--- config.mk ---
export PLATFORM = sky130hd
export DESIGN_NAME = crc_stream
export DESIGN_NICKNAME = d
export VERILOG_FILES = /design/src/rtl/crc_pkg.sv /design/src/rtl/crc_stream.sv
export SDC_FILE = /design/constraint.sdc
export NUM_CORES = 1
export LEC_CHECK = 0
export BUFFER_PORTS_ARGS = -buffer_cell sky130_fd_sc_hd__buf_2
export CAP_MARGIN = 0
export CORE_UTILIZATION = 44
export CTS_CLUSTER_SIZE = 12
export DETAILED_ROUTE_END_ITERATION = 10
export PLACE_DENSITY = 0.73
export SKIP_LAST_GASP = 1
export SYNTH_ARGS = -nofsm -noshare
export SYNTH_HDL_FRONTEND = slang
export SYNTH_SLANG_ARGS = --single-unit
export TNS_END_PERCENT = 30
--- constraint.sdc ---
create_clock -name clk -period 2.08 [get_ports clk]
set_clock_uncertainty 0.15 [all_clocks]
set_input_delay 0.312 -clock clk [delete_from_list [all_inputs] [get_ports clk]]
set_output_delay 0.312 -clock clk [all_outputs]
set_load 0.03 [all_outputs]
--- src/rtl/crc_pkg.sv ---
// Shared types and bit-level helpers for the streaming CRC engine.
package crc_pkg;

  localparam int unsigned MAX_W      = 32;
  localparam int unsigned DEF_DATA_W = 64;
  localparam int unsigned BYTES      = DEF_DATA_W / 8;

  typedef enum logic [1:0] {
    S_IDLE = 2'd0,
    S_BUSY = 2'd1,
    S_DONE = 2'd2
  } crc_state_t;

  // MSB-first LFSR update; consumes bits[7], bits[6], ... for n bits.
  function automatic logic [MAX_W-1:0] crc_fold(
    input logic [MAX_W-1:0] crc,
    input logic [7:0]       bits,
    input logic [MAX_W-1:0] poly,
    input int unsigned      crc_w,
    input int unsigned      n
  );
    logic [MAX_W-1:0] c;
    logic [MAX_W-1:0] mask;
    logic             fb;
    mask = (crc_w >= MAX_W) ? '1 : ((MAX_W'(1) << crc_w) - MAX_W'(1));
    c    = crc & mask;
    for (int unsigned i = 0; i < 8; i++) begin
      if (i < n) begin
        fb = c[5'(crc_w - 1)] ^ bits[3'(7 - i)];
        c  = ((c << 1) & mask) ^ (fb ? (poly & mask) : '0);
      end
    end
    return c;
  endfunction

  // Bit-reverse the low w bits of vec; upper bits return zero.
  function automatic logic [MAX_W-1:0] reflect(
    input logic [MAX_W-1:0] vec,
    input int unsigned      w
  );
    logic [MAX_W-1:0] r;
    r = '0;
    for (int unsigned i = 0; i < MAX_W; i++) begin
      if (i < w) r[5'(i)] = vec[5'(w - 1 - i)];
    end
    return r;
  endfunction

endpackage

--- src/rtl/crc_stream.sv ---
// Streaming CRC generator/checker: accepts wide beats over valid/ready and
// folds STEP_W bits per clock, reporting the CRC and a compare error per frame.
module crc_stream
  import crc_pkg::*;
#(
  parameter int unsigned      CRC_W  = 16,
  parameter logic [CRC_W-1:0] POLY   = CRC_W'(16'h1021),
  parameter bit               REFIN  = 1'b0,
  parameter bit               REFOUT = 1'b0,
  parameter logic [CRC_W-1:0] XOROUT = '0,
  parameter int unsigned      DATA_W = DEF_DATA_W,
  parameter int unsigned      STEP_W = 8,
  localparam int unsigned     NB     = DATA_W / 8,
  localparam int unsigned     NBW    = $clog2(NB) + 1
) (
  input  logic              clk,
  input  logic              rst,
  input  logic              initialize,
  input  logic [CRC_W-1:0]  crc_init,
  input  logic              din_valid,
  output logic              din_ready,
  input  logic [DATA_W-1:0] din,
  input  logic [NBW-1:0]    din_nbytes,
  input  logic              din_last,
  input  logic [CRC_W-1:0]  crc_exp,
  output logic              crc_valid,
  output logic [CRC_W-1:0]  crc_out,
  output logic              crc_err,
  output logic              busy
);

  localparam int unsigned MAXK = DATA_W / STEP_W;
  localparam int unsigned CNTW = $clog2(MAXK + 1);

  crc_state_t        state_q, state_d;
  logic [CRC_W-1:0]  crc_q, crc_d;
  logic [CRC_W-1:0]  exp_q, exp_d;
  logic [CRC_W-1:0]  out_q, out_d;
  logic [DATA_W-1:0] beat_q, beat_d;
  logic [CNTW-1:0]   cnt_q, cnt_d;
  logic              last_q, last_d;
  logic              valid_q, valid_d;
  logic              err_q, err_d;
  logic              busy_q, busy_d;

  logic [DATA_W-1:0] din_ord;
  logic [NBW-1:0]    nb_eff;
  logic [CNTW-1:0]   k_steps;
  logic [CRC_W-1:0]  crc_next;
  logic [CRC_W-1:0]  fin_out;

  // Ready depends on initialize combinationally so a same-cycle abort wins.
  assign din_ready = (state_q == S_IDLE) && !initialize && !rst;

  // Reflected input: swap bit order inside each byte so shifting MSB-first eats LSBs first.
  always_comb begin
    din_ord = '0;
    for (int unsigned b = 0; b < NB; b++) begin
      for (int unsigned i = 0; i < 8; i++) begin
        din_ord[b*8 + i] = REFIN ? din[b*8 + 7 - i] : din[b*8 + i];
      end
    end
  end

  assign nb_eff   = (din_nbytes == '0 || din_nbytes > NBW'(NB)) ? NBW'(NB) : din_nbytes;
  assign k_steps  = CNTW'((32'(nb_eff) * 32'd8) / STEP_W);
  assign crc_next = CRC_W'(crc_fold(MAX_W'(crc_q), beat_q[DATA_W-1 -: 8], MAX_W'(POLY),
                                    CRC_W, STEP_W));
  assign fin_out  = (REFOUT ? CRC_W'(reflect(MAX_W'(crc_next), CRC_W)) : crc_next) ^ XOROUT;

  always_comb begin
    state_d = state_q;
    crc_d   = crc_q;
    exp_d   = exp_q;
    out_d   = out_q;
    beat_d  = beat_q;
    cnt_d   = cnt_q;
    last_d  = last_q;
    err_d   = err_q;
    valid_d = 1'b0;

    unique case (state_q)
      S_IDLE: begin
        if (din_valid && din_ready) begin
          beat_d  = din_ord;
          cnt_d   = k_steps;
          last_d  = din_last;
          exp_d   = crc_exp;
          state_d = S_BUSY;
        end
      end
      S_BUSY: begin
        crc_d  = crc_next;
        beat_d = beat_q << STEP_W;
        cnt_d  = cnt_q - CNTW'(1);
        if (cnt_q <= CNTW'(1)) begin
          if (last_q) begin
            state_d = S_DONE;
            out_d   = fin_out;
            err_d   = (fin_out != exp_q);
            valid_d = 1'b1;
          end else begin
            state_d = S_IDLE;
          end
        end
      end
      S_DONE: begin
        crc_d   = crc_init;
        state_d = S_IDLE;
      end
      default: state_d = S_IDLE;
    endcase

    if (initialize) begin
      state_d = S_IDLE;
      crc_d   = crc_init;
      valid_d = 1'b0;
    end

    busy_d = (state_d != S_IDLE);
  end

  always_ff @(posedge clk) begin
    if (rst) begin
      state_q <= S_IDLE;
      crc_q   <= crc_init;
      exp_q   <= '0;
      out_q   <= '0;
      beat_q  <= '0;
      cnt_q   <= '0;
      last_q  <= 1'b0;
      valid_q <= 1'b0;
      err_q   <= 1'b0;
      busy_q  <= 1'b0;
    end else begin
      state_q <= state_d;
      crc_q   <= crc_d;
      exp_q   <= exp_d;
      out_q   <= out_d;
      beat_q  <= beat_d;
      cnt_q   <= cnt_d;
      last_q  <= last_d;
      valid_q <= valid_d;
      err_q   <= err_d;
      busy_q  <= busy_d;
    end
  end

  assign crc_valid = valid_q;
  assign crc_out   = out_q;
  assign crc_err   = err_q;
  assign busy      = busy_q;

endmodule

## Word-level counts from Yosys, hierarchy flattened

Index checks and enable logic that the tools add are counted.

| operators by class | value |
|---|---|
| $add $sub $neg | 1 |
| magnitude comparators | 2 |
| equality and inequality tests | 4 |
| multiplexer cells | 22 |
| bitwise gates (word level) | 18 |
| reduce and logical (&&, ||, !) cells | 15 |

Operator list:

| kind | number |
|---|---|
| case mux 64 bit (2 select lines) | 1 |
| XOR 16 x 13 -> 16 bit | 8 |
| two-way mux 13 bit | 8 |
| two-way mux 64 bit | 1 |
| two-way mux 16 bit | 2 |
| case mux 16 bit (2 select lines) | 1 |
| inequality test 16 bit | 1 |
| two-way mux 2 bit | 4 |
| two-way mux 4 bit | 2 |
| case mux 4 bit (2 select lines) | 1 |
| XOR 1 bit | 8 |
| greater-than comparator 4 bit, second input constant | 1 |
| <= comparator 4 x 1 -> 1 bit, second input constant | 1 |
| logical NOT 4 bit | 1 |
| case mux 2 bit (2 select lines) | 1 |
| AND reduction 2 bit | 2 |
| nonzero test 2 bit | 2 |
| nonzero test 4 bit | 1 |
| OR reduction 4 bit | 1 |
| subtractor 4 x 1 -> 4 bit, second input constant | 1 |
| logical AND 1 bit | 3 |
| AND reduction 3 bit | 1 |
| == test 2 x 1 -> 1 bit, second input constant | 1 |
| == test 2 bit, second input constant | 1 |
| 6 further kinds | 8 |

| storage, ports and cells | value |
|---|---|
| register bits after elaboration | 122 |
| bits of input ports | 105 |
| output and inout port bits | 20 |
| logic and storage cells | 72 |

## Logic depth before layout (Yosys ltp)

| logic depth | value |
|---|---|
| depth in word-level cells | 27 |
| depth in mapped cells | 9 |

## Least setup slack after synthesis

No wires, ideal clock.

| timing | value |
|---|---|
| kind | flip-flop to flip-flop |
| start | register cnt_q[0] |
| end | register err_q (netlist: crc_err) |
| setup time | 0.086 ns |
| arrival | 1.812 ns |
| data required time | 1.844 ns |
| slack | 0.033 ns |
| cell stages (with the launch flop) | 10 |
| clock period less this slack | 2.047 ns |
| path through | dfxtp_1 > inv_1 > ha_1 > nor2_1 > nor3_1 > and3_1 > clkbuf_1 > clkbuf_1 > nor2_1 > a211oi_1 |

| between the ends | value |
|---|---|
| cells in the longest elaborated chain, start to end | 2 |

RTL lines:

| element | RTL line | source |
|---|---|---|
| start: declaration | crc_stream.sv:40 | `logic [CNTW-1:0] cnt_q, cnt_d;` |
| start signal: assignment | crc_stream.sv:141 | `cnt_q <= cnt_d;` |
| <= comparator 4 x 1 -> 1 bit | crc_stream.sv:96 | `if (cnt_q <= CNTW'(1)) begin` |
| AND reduction 3 bit (no source line) | -- |  |
| end signal: assignment | crc_stream.sv:144 | `err_q <= err_d;` |
| end: declaration | crc_stream.sv:43 | `logic err_q, err_d;` |

Every way passes these cells.
A chain may end at the register's enable or synchronous reset.

## Worst setup path after layout

| timing | value |
|---|---|
| start | register state_q[1] |
| end | output din_ready |

| between the ends | value |
|---|---|
| cells in the longest elaborated chain, start to end | 3 |

RTL lines:

| element | RTL line | source |
|---|---|---|
| start: declaration | crc_stream.sv:35 | `crc_state_t state_q, state_d;` |
| start signal: assignment | crc_stream.sv:136 | `state_q <= state_d;` |
| logical NOT 2 bit | crc_stream.sv:53 | `assign din_ready = (state_q == S_IDLE) && !initialize && !rst;` |
| logical AND 1 bit (2 in a row) | crc_stream.sv:53 |  |
| end: declaration | crc_stream.sv:21 | `output logic din_ready,` |

Every way passes these cells.

==> flow_summary_export.csv <==
group,metric,value,unit
outcome,status,"complete, no violations",
layout,synthToLayoutAreaGrowth,33.3,%
layout,final_area,7340,µm²
clock_network,clock-sinks,122,
clock_network,cts_root_buf,"clkbuf_16",
logic_synthesis,yosys_warnings,0,
floorplan,num_rows,40,
layout,nFillCells,1032,
layout,layout-drive-gt1-share,0.274,
grt,grt_overflow,0,
sta,setup_violations,0,
setup_path,worst-path-max-fanout,5,
setup_path,worstPathArrival,1570,ps
grt,grt_max_degree,97,
setup_path,worst_setup_path_end_kind,"output pin",
floorplan,dieHeight,114,µm
route,routedWlPerCell,16.0,µm
sta,clock.fmax,0.491,GHz
route,ant_nets,0,
layout,diodes,0,
logic_synthesis,async_reset_ff_frac,0,
logic_synthesis,ys_types,38,
setup_path,critPathLaunchType,"flip-flop",
sta,tns,0,ps
setup_path,critPathMaxStageDelay,320,ps
sta,relSlewSlack,0.316,
setup_path,crit_chain,"inv_1, ha_2, inv_1, nor3_2, buf_4",
power_and_ir_drop,powerDensity,937,nW/µm²
logic_synthesis,yosysSeqAreaShare,0.473,
route,drcViolationCount,0,
grt,grt_pass1_wl,22500,µm
place,dp_hpwl,9920,µm
route,num_vias,4839,
clock_network,clkTransAtPathRegs,50,ps
setup_path,critical_path_class,"flip-flop to output pin",
route,dr.pass1.iters,5,
clock_network,cts_htree_levels,4,
sta,slew_violations,0,
layout,nNetsFinal,848,
sta,min_period,2040,ps
sta,worstMarginPinSlew,1030,ps
logic_synthesis,syn_inst,591,
setup_path,crit_family,"buffers and inverters",
setup_path,worst_path_max_delay_cell,"dfxtp_1",
route,drt_wl_total,14700,µm
floorplan,ios,125,
power_and_ir_drop,ir_worst_vdd,578,µV
route,drt_iter0_drc,299,
place,numPortBuffers,124,
sta,post-route-period-util,0.979,
clock_network,tritoncts,"built",
floorplan,dieArea,13000,µm²
logic_synthesis,synth_edf_count,16,
floorplan,fp.dieW,114,µm
sta,hold_ws,13.4,ps
route,vias_per_cell,5.27,
logic_synthesis,syn_area,5500,µm²
layout,final_cells,919,
floorplan,fp.coreArea,12100,µm²
logic_synthesis,syn_nets,701,
place,routabilityCongestion,0.889,
logic_synthesis,syn_avg_cell_area,9.31,µm²
floorplan,initial_utilization,0.454,
grt,antenna_found_initial,0,
place,placed_cell_area,6410,µm²
sta,rsz0062_at_grt,"yes",
logic_synthesis,synth-main-ff-cell,"dfxtp_1",
place,placed_cells,866,
min_path,min_path_type,"primary input to flip-flop",
clock_network,cts_buffers,17,
clock_network,clk_latency,410,ps
grt,grt_usage,0.228,
setup_path,cp.required,1620,ps
logic_synthesis,ys_ff_latch,122,
power_and_ir_drop,total_leakage_power,0.00288,µW
setup_path,crit_top_cell,"inv_1",
clock_network,clk_path_buf_depth,2,
grt,grt_pass1_vias,4691,
sta,finalHoldViolations,0,
setup_path,crit_buf_inv,3,
run,drv_cap,0,
[kinds of logic (layout without fill, tap and decap cells)]
kind of cell | after synthesis | in the layout | share of synthesized area
muxes | 58 | 58 | 0.106
AOI/OAI and AO/OA | 138 | 138 | 0.167
xor gates and xnor gates | 40 | 40 | 0.0764
buffers and inverters | 49 | 209 | 0.0359
adders and majority gates | 5 | 5 | 0.0114
DFF | 122 | 122 | 0.473
and+or+nand+nor | 179 | 179 | 0.131
[synth_stat cells, types with 6 or more instances]
cell	n	area share
dfxtp_1	106	0.39
nor2_1	98	0.067
a211oi_1	66	0.090
mux2i_1	57	0.10
nand2_1	57	0.039
a21oi_1	30	0.027
clkbuf_1	28	0.019
o21ai_0	22	0.020
xnor2_1	17	0.027
edfxtp_1	16	0.087
xor2_1	16	0.025
buf_2	11	0.010
a22oi_1	9	0.012
inv_1	8	0.0055
nor3_1	7	0.0064
nand3_1	6	0.0055
[path summary, 6_finish.rpt]
| path | start | endpoint | slack [ps] | depth (start not counted) |
|---|---|---|---|---|
| hold reg to reg | exp_q[12] | exp_q[12] | 320 | 2 |
| setup / recovery | state_q[1] | din_ready | 40 | 5 |
| setup reg to reg | crc_q[14] | crc_err | 40 | 6 |
| hold / removal | crc_exp[14] | exp_q[14] | 10 | 3 |
[sequential cells by signal, summed over array words and instances, names as in the netlist]
name and cells:
crc_err 1, crc_valid 1, exp_q 16, cnt_q 4, state_q 2, busy 1, beat_q 64, crc_out 16
crc_q 16, last_q 1
[layer usage]
layer,wire [µm],global-route usage,up-vias,share of wire
li1,-,-,2377,-
met1,6240,0.272,2280,0.42
met2,7350,0.377,151,0.50
met3,810,0.0685,31,0.055
met4,339,0.106,0,0.023
met5,0,0,-,0
[layout make-up]
type                    count  area [µm²]  share of cell area
multi-input cells         420        2810               0.383
flip-flops and latches    122        2600               0.355
repair buffers            169        1080               0.147
clock buffers              26         551              0.0750
well taps                 168         210              0.0286
clock inverters             6        55.1             0.00750
inverters                   8        30.0             0.00409
[per-stage QoR]
| stage | setup WS, ps | util | power (µW) |
|---|---|---|---|
| after floorplan | 32.8 | - | 3410 |
| after global placement | 45.1 | 0.529 | 3800 |
| after detailed placement | -97.3 | 0.529 | 3840 |
| after CTS | -63.3 | 0.595 | 6800 |
| after global routing | -54.6 | 0.606 | 7140 |
| final | 44.0 | 0.606 | 6880 |
[report_power, final]
| group | leakage (µW) | internal [µW] | switching (µW) |
|---|---|---|---|
| combinational | 0.00155 | 613 | 689 |
| sequential | 0.00103 | 2550 | 100 |
| clock | 0.000307 | 1930 | 1000 |
[cells in the final DEF (no fill, tap or decap), drive strengths merged, types with 6 or more instances in the layout]
cell           n
nor2          98
o21ai         24
dfxtp        106
dlygate4sd3   18
inv            8
edfxtp        16
mux2i         57
nand2         57
xor2          17
clkbuf        27
a211oi        66
buf          150
xnor2         22
nand3          6
a22oi          9
a21oi         30
nor3           8
[timing repair]
item / CTS / global route
hold endpoints to repair: 18 / 0
endpoints found under the setup margin: 12 / 47
buffers inserted: 0 / 2
pin swaps: 1 / 2
hold buffers: 18 / 0
resized for setup: 2 / 15
cloned: 0 / 1
[tightest hold or removal path, stage by stage]
cell	delay [ps]
buf_2	100
nand2_1	50
a21oi_1	60
No activity file was read; power rests on OpenSTA's default activity.
